File: src/rtl/adc_spi_scan.sv
// MCP320x SPI scan master: one CS frame per channel, walking ch_mask once or continuously.
// data_valid pulses on the clk after the last SCK fall; no backpressure, data_read is overwritten by the next frame.
module adc_spi_scan #(
    parameter int NUM_CH    = 2,
    parameter int RES       = 12,
    parameter int NULL_BITS = 1,
    parameter int HALF_DIV  = 4,
    parameter int CS_IDLE   = 4,
    localparam int CH_BITS  = (NUM_CH > 2) ? $clog2(NUM_CH) : 1
) (
    input  logic               clk,
    input  logic               reset,
    input  logic               start,
    input  logic               cont,
    input  logic               diff_mode,
    input  logic [NUM_CH-1:0]  ch_mask,
    input  logic               sdi,
    output logic               sck,
    output logic               sdo,
    output logic               chip_en,
    output logic               busy,
    output logic [RES-1:0]     data_read,
    output logic [CH_BITS-1:0] data_ch,
    output logic               data_valid
);

    localparam int CMD_LEN   = 2 + CH_BITS + ((CH_BITS == 1) ? 1 : 0);
    localparam int FRAME     = CMD_LEN + NULL_BITS + RES;
    localparam int CNT_W     = $clog2(FRAME + 1);
    localparam int DESEL_CLK = CS_IDLE * HALF_DIV;
    localparam int DIV_W     = $clog2(DESEL_CLK + HALF_DIV + 1);

    localparam logic [DIV_W-1:0] HALF_LAST  = DIV_W'(HALF_DIV - 1);
    localparam logic [DIV_W-1:0] DESEL_LAST = DIV_W'(DESEL_CLK - 1);
    localparam logic [CNT_W-1:0] FRAME_C    = CNT_W'(FRAME);
    localparam logic [CNT_W-1:0] DATA_FROM  = CNT_W'(CMD_LEN + NULL_BITS);

    typedef enum logic [1:0] {IDLE, SELECT, SHIFT, DESEL} state_t;

    state_t              state, state_nxt;
    logic [DIV_W-1:0]    div_cnt;
    logic [CNT_W-1:0]    bit_cnt;
    logic [NUM_CH-1:0]   mask_q;
    logic                diff_q;
    logic [CH_BITS-1:0]  ch_idx;
    logic [RES-1:0]      shift_reg;
    logic [CMD_LEN-1:0]  cmd_word, cmd_sh;
    logic [CH_BITS-1:0]  low_idx, next_idx;
    logic                has_next;
    logic                half_end, desel_end;

    assign half_end  = (div_cnt == HALF_LAST);
    assign desel_end = (div_cnt == DESEL_LAST);

    // Command bit k goes out after falling edge k, so shifting by the rise count selects it.
    always_comb begin
        cmd_word = '0;
        cmd_word[CMD_LEN-1] = 1'b1;
        cmd_word[CMD_LEN-2] = ~diff_q;
        cmd_word[CMD_LEN-3 -: CH_BITS] = ch_idx;
        if (CH_BITS == 1) cmd_word[0] = 1'b1;
        cmd_sh = cmd_word << bit_cnt;
    end

    always_comb begin
        low_idx  = '0;
        next_idx = '0;
        has_next = 1'b0;
        for (int i = NUM_CH - 1; i >= 0; i--) begin
            if (ch_mask[i]) low_idx = CH_BITS'(i);
            if (mask_q[i] && (i > int'(ch_idx))) begin
                has_next = 1'b1;
                next_idx = CH_BITS'(i);
            end
        end
    end

    always_comb begin
        state_nxt = state;
        case (state)
            IDLE:    if (start && (|ch_mask)) state_nxt = SELECT;
            SELECT:  if (half_end) state_nxt = SHIFT;
            SHIFT:   if (half_end && sck && (bit_cnt == FRAME_C)) state_nxt = DESEL;
            DESEL:   if (desel_end) state_nxt = (has_next || (cont && (|ch_mask))) ? SELECT : IDLE;
            default: state_nxt = IDLE;
        endcase
    end

    always_ff @(posedge clk or negedge reset) begin
        if (!reset) state <= IDLE;
        else        state <= state_nxt;
    end

    always_ff @(posedge clk or negedge reset) begin
        if (!reset) begin
            sck        <= 1'b0;
            sdo        <= 1'b0;
            chip_en    <= 1'b1;
            busy       <= 1'b0;
            data_read  <= '0;
            data_ch    <= '0;
            data_valid <= 1'b0;
            div_cnt    <= '0;
            bit_cnt    <= '0;
            mask_q     <= '0;
            diff_q     <= 1'b0;
            ch_idx     <= '0;
            shift_reg  <= '0;
        end else begin
            data_valid <= 1'b0;
            case (state)
                IDLE: begin
                    div_cnt <= '0;
                    bit_cnt <= '0;
                    if (state_nxt == SELECT) begin
                        mask_q  <= ch_mask;
                        diff_q  <= diff_mode;
                        ch_idx  <= low_idx;
                        busy    <= 1'b1;
                        chip_en <= 1'b0;
                        sdo     <= 1'b1;
                    end
                end
                SELECT: begin
                    if (half_end) begin
                        div_cnt <= '0;
                        sck     <= 1'b1;
                        bit_cnt <= CNT_W'(1);
                    end else begin
                        div_cnt <= div_cnt + 1'b1;
                    end
                end
                SHIFT: begin
                    if (half_end) begin
                        div_cnt <= '0;
                        sck     <= ~sck;
                        if (!sck) begin
                            bit_cnt <= bit_cnt + 1'b1;
                            if (bit_cnt >= DATA_FROM) shift_reg <= {shift_reg[RES-2:0], sdi};
                        end else begin
                            sdo <= cmd_sh[CMD_LEN-1];
                            if (state_nxt == DESEL) begin
                                chip_en    <= 1'b1;
                                data_read  <= shift_reg;
                                data_ch    <= ch_idx;
                                data_valid <= 1'b1;
                                bit_cnt    <= '0;
                            end
                        end
                    end else begin
                        div_cnt <= div_cnt + 1'b1;
                    end
                end
                DESEL: begin
                    if (desel_end) begin
                        div_cnt <= '0;
                        if (state_nxt == SELECT) begin
                            chip_en <= 1'b0;
                            sdo     <= 1'b1;
                            if (has_next) begin
                                ch_idx <= next_idx;
                            end else begin
                                mask_q <= ch_mask;
                                diff_q <= diff_mode;
                                ch_idx <= low_idx;
                            end
                        end else begin
                            busy <= 1'b0;
                        end
                    end else begin
                        div_cnt <= div_cnt + 1'b1;
                    end
                end
                default: ;
            endcase
        end
    end

endmodule

File: config.mk
export PLATFORM = sky130hd
export DESIGN_NAME = adc_spi_scan
export DESIGN_NICKNAME = d
export VERILOG_FILES = /design/src/rtl/adc_spi_scan.sv
export SDC_FILE = /design/constraint.sdc
export NUM_CORES = 1
export LEC_CHECK = 0
export ABC_CLOCK_PERIOD_IN_PS = 3240
export CAP_MARGIN = 15
export CORE_UTILIZATION = 50
export CTS_CLUSTER_SIZE = 12
export DETAILED_ROUTE_END_ITERATION = 16
export GPL_TIMING_DRIVEN = 0
export PLACE_DENSITY_LB_ADDON = 0.12
export SYNTH_ARGS = -nofsm -noshare
export SYNTH_HDL_FRONTEND = slang
export SYNTH_SLANG_ARGS = --single-unit
File: constraint.sdc
create_clock -name clk -period 3.24 [get_ports clk]
set_input_delay 0.81 -clock clk [delete_from_list [all_inputs] [get_ports clk]]
set_output_delay 0.81 -clock clk [all_outputs]
set_load 0.02 [all_outputs]
==> metrics.md <==
| Metric | Value |
|---|---|
| H-tree lvl count | `2` |
| WL final | `4291 µm` |
| Worst setup path startpoint | `div_cnt[0]` |
| Post-Route Setup TNS | `0 ns` |
| Top sig layer | `met4` |
| Share of flip-flops with an asynchronous set or reset | `100.0%` |
| Critical path arrival | `3.17 ns` |
| Max Clk Rate | `0.3339 GHz` |
| Post-DP HPWL | `3189 µm` |
| DP Cell Count | `267` |
| CP top delay family | `simple AND/OR/NAND/NOR gates` |
| GRT Util Overall | `21.03%` |
| Final Max Tran Viols | `0` |
| Critical Path RT | `3.41 ns` |
| # nets final | `243` |
| Post-CTS Hold Buffers | `0` |
| CTS resizes | `0` |
| Crit path launch type | `register` |
| Clock root buffer | `clkbuf_8` |
| Worst-Skew Late Latency | `0.29 ns` |
| PwrDens | `707.9 nW/µm²` |
| Die Wd | `68.80 µm` |
| Final instance area | `2663 µm²` |
| Worst reg2reg startpoint | `div_cnt[0]` |
| Syn avg cell area | `11.68 µm²` |
| First-pass GRT wire length | `7189 µm` |
| GPL Wtd Cong | `0.8352` |
| Drt drc | `0` |
| Final Critical Period | `2.995 ns` |
| Leakage | `0.001241 µW` |
| Metal3 WL | `161 µm` |
| Cells after synthesis | `191` |
| Worst Path Max Fanout | `10` |
| Yosys cell types | `42` |
| Type of the worst setup path | `reg2reg` |
| Seq pwr share | `40.0%` |
| Clk sinks | `45` |
| RSZ-0062 raised after global routing | `no` |
| Die height | `68.80 µm` |
| Yosys warning count | `0` |
| Fraction of layout cells with a size suffix above 1 | `18.75%` |
| Slowest stage cell, crit path | `nor4b_1` |
| IO Port Bufs | `25` |
| Post-CTS setup buffer count | `0` |
| Largest net degree at the start of global routing | `29` |
| Hold Path Class | `in2async` |
| Antenna violations before repair | `0` |
| Synthesized area | `2231 µm²` |
| Combinational share of power | `38.6%` |
| Pint | `1159 µW` |
| Clk buf depth | `2` |
| Routed vias | `1602` |
| Number of detailed-route iterations in the first pass | `4` |
| Slew Limit Headroom | `37.27%` |
| Total CTS buffers | `5` |
| Status | `finished clean` |
| Period utilisation layout | `92.44%` |
| Hold Vio Cnt, Final | `0` |
| Non-filler cells, final | `274` |
| CTS tree | `done` |
| Clk slew on worst S/H paths | `0.08 ns` |
| VDD IR-drop max | `0.3746 mV` |
| Sequential fraction of the synthesis area | `50.53%` |
| GRT overflow | `0` |
| Post-synth EDFFs | `0` |
| Maxcap violations | `0` |
| Mapped Nets | `210` |
| DR WL met2 | `2023 µm` |
| Starting density of the core | `53.83%` |
| Ports | `26` |
| Clock skew | `0.007202 ns` |
| P_sw | `726.3 µW` |
| Area growth from synthesis to layout | `19.35%` |
| Fin worst setup slack | `0.2451 ns` |
| Worst-margin pin slew | `0.9279 ns` |
| Final setup fails | `0` |
| Setup crit end kind | `register` |
| Initial drt markers | `64` |
| Sw frac | `38.53%` |
| Dpl ws | `0.08400 ns` |
| Largest stage delay, worst path | `0.77 ns` |
| Ant diodes | `0` |
| Util after Layout | `64.25%` |
| Wire length per cell | `15.66 µm` |
| Worst path cell trace | `ha_1 > nor4b_1 > nand2_1 > a211oi_1 > clkbuf_1 > mux2_2` |
| Drt via density | `5.847` |
| Vias in the first global route | `1552` |
| Metal-1 WL | `2051 µm` |
| Core footprint | `4144 µm²` |
| # rows | `23` |
| Synth Flop Type | `dfrtp_1` |
| Clock Power Share | `21.4%` |
| DP Area | `2559 µm²` |
| Die area | `4733 µm²` |
| Number of nets with antenna violations after routing | `0` |
| WP buf/inv | `1` |
| #FFs+latches synth | `45` |
[metal layers]
metal	vias up	GRT usage, %
met5	-	0
met4	0	7.398
met3	6	3.947
met2	41	35.17
met1	796	27.24
li1	759	-
[cell usage after synthesis (2+ instances only)]
cell type | instances | area (µm²)
dfrtp_1 | 44 | 1101
a41oi_1 | 6 | 52.55
a31oi_1 | 5 | 31.28
ha_1 | 11 | 137.6
buf_2 | 2 | 10.01
o22ai_1 | 2 | 12.51
mux2_4 | 9 | 135.1
clkbuf_1 | 2 | 7.510
nor2_1 | 14 | 52.55
o21ai_0 | 7 | 35.03
nand3_1 | 4 | 20.02
nor3_1 | 4 | 20.02
a21oi_1 | 7 | 35.03
nand2_1 | 11 | 41.29
mux2_2 | 12 | 135.1
a211oi_1 | 3 | 22.52
nor2b_1 | 3 | 18.77
mux2_1 | 7 | 78.83
o31ai_1 | 2 | 15.01
inv_1 | 12 | 45.04
a31o_2 | 3 | 26.28
[power by group through the flow]
stage	clock (µW)	combinational [µW]	sequential, µW
2_1_floorplan	0	502	754
3_3_place_gp	0	685	756
3_5_place_dp	0	718	761
4_1_cts	417	721	752
5_1_grt	443	809	768
6_report	404	727	754
[final timing paths]
kind / end / cells past startpoint / slack (ns)
min in group clk: div_cnt[0] / 1 / 0.48
setup / recovery: shift_reg[6] / 6 / 0.25
setup reg to reg: shift_reg[6] / 6 / 0.25
max in group asynchronous: shift_reg[5] / 2 / 2.29
hold reg to reg: div_cnt[0] / 1 / 0.48
hold / removal: ch_idx / 1 / 0.46
[stage by stage]
stage	total power [µW]	hold slack, ns
2_1_floorplan	1256	0.4300
3_3_place_gp	1441	0.4406
3_5_place_dp	1479	0.4764
4_1_cts	1890	0.4564
5_1_grt	2019	0.4763
6_report	1885	0.4573
[worst reg2reg max path, stage by stage (launching register included)]
cell,delay (ns)
dfrtp_1,0.38
ha_1,0.23
nor4b_1,0.77
nand2_1,0.18
a211oi_1,0.44
clkbuf_1,0.48
mux2_2,0.40
[placed cells by master, fill, tap and decap left out, drive strengths merged]
master,synthesis,routed
o41ai,1,1
ha,11,11
o311a,1,1
o21a,1,1
xnor2,1,1
nor4b,1,1
nand3,4,4
nor3,4,4
mux2,28,28
inv,13,13
o22ai,2,2
dfstp,1,1
a311o,1,1
and3,1,1
o2bb2ai,1,1
a21oi,7,7
or4b,1,1
o22a,1,1
nor2b,3,3
clkdlybuf4s50,0,24
a31o,3,3
nand4,1,1
a41oi,6,6
or4,1,1
nor2,15,15
o21ai,8,8
a211oi,3,3
clkinv,0,1
nand3b,1,1
bufinv,0,1
o31ai,2,2
dfrtp,44,44
a31oi,5,5
nand2,11,11
or2,2,2
buf,3,5
xor2,1,1
clkbuf,2,7
[kinds of logic after synthesis]
family	Yosys count	share of synthesized area, %
adder cells (fa/ha/maj)	11	6.169
AO/OA/AOI/OAI	42	13.40
buffers and inverters	18	3.477
flip-flops	45	50.53
XOR/XNOR	2	0.7853
AND/OR/NAND/NOR	45	9.984
multiplexers	28	15.65
[area by class of cell]
type                            instances  area (µm²)
Fill cell                             325        1481
Sequential cell                        45        1127
Multi-Input combinational cell        128        1026
Timing Repair Buffer                   26       265.3
Clock buffer                            5       68.82
Tap cell                               50       62.56
Inverter                               13       48.80
Clock inverter                          2       35.03
Buffer                                  5       28.78
No activity file was read; power rests on OpenSTA's default activity.
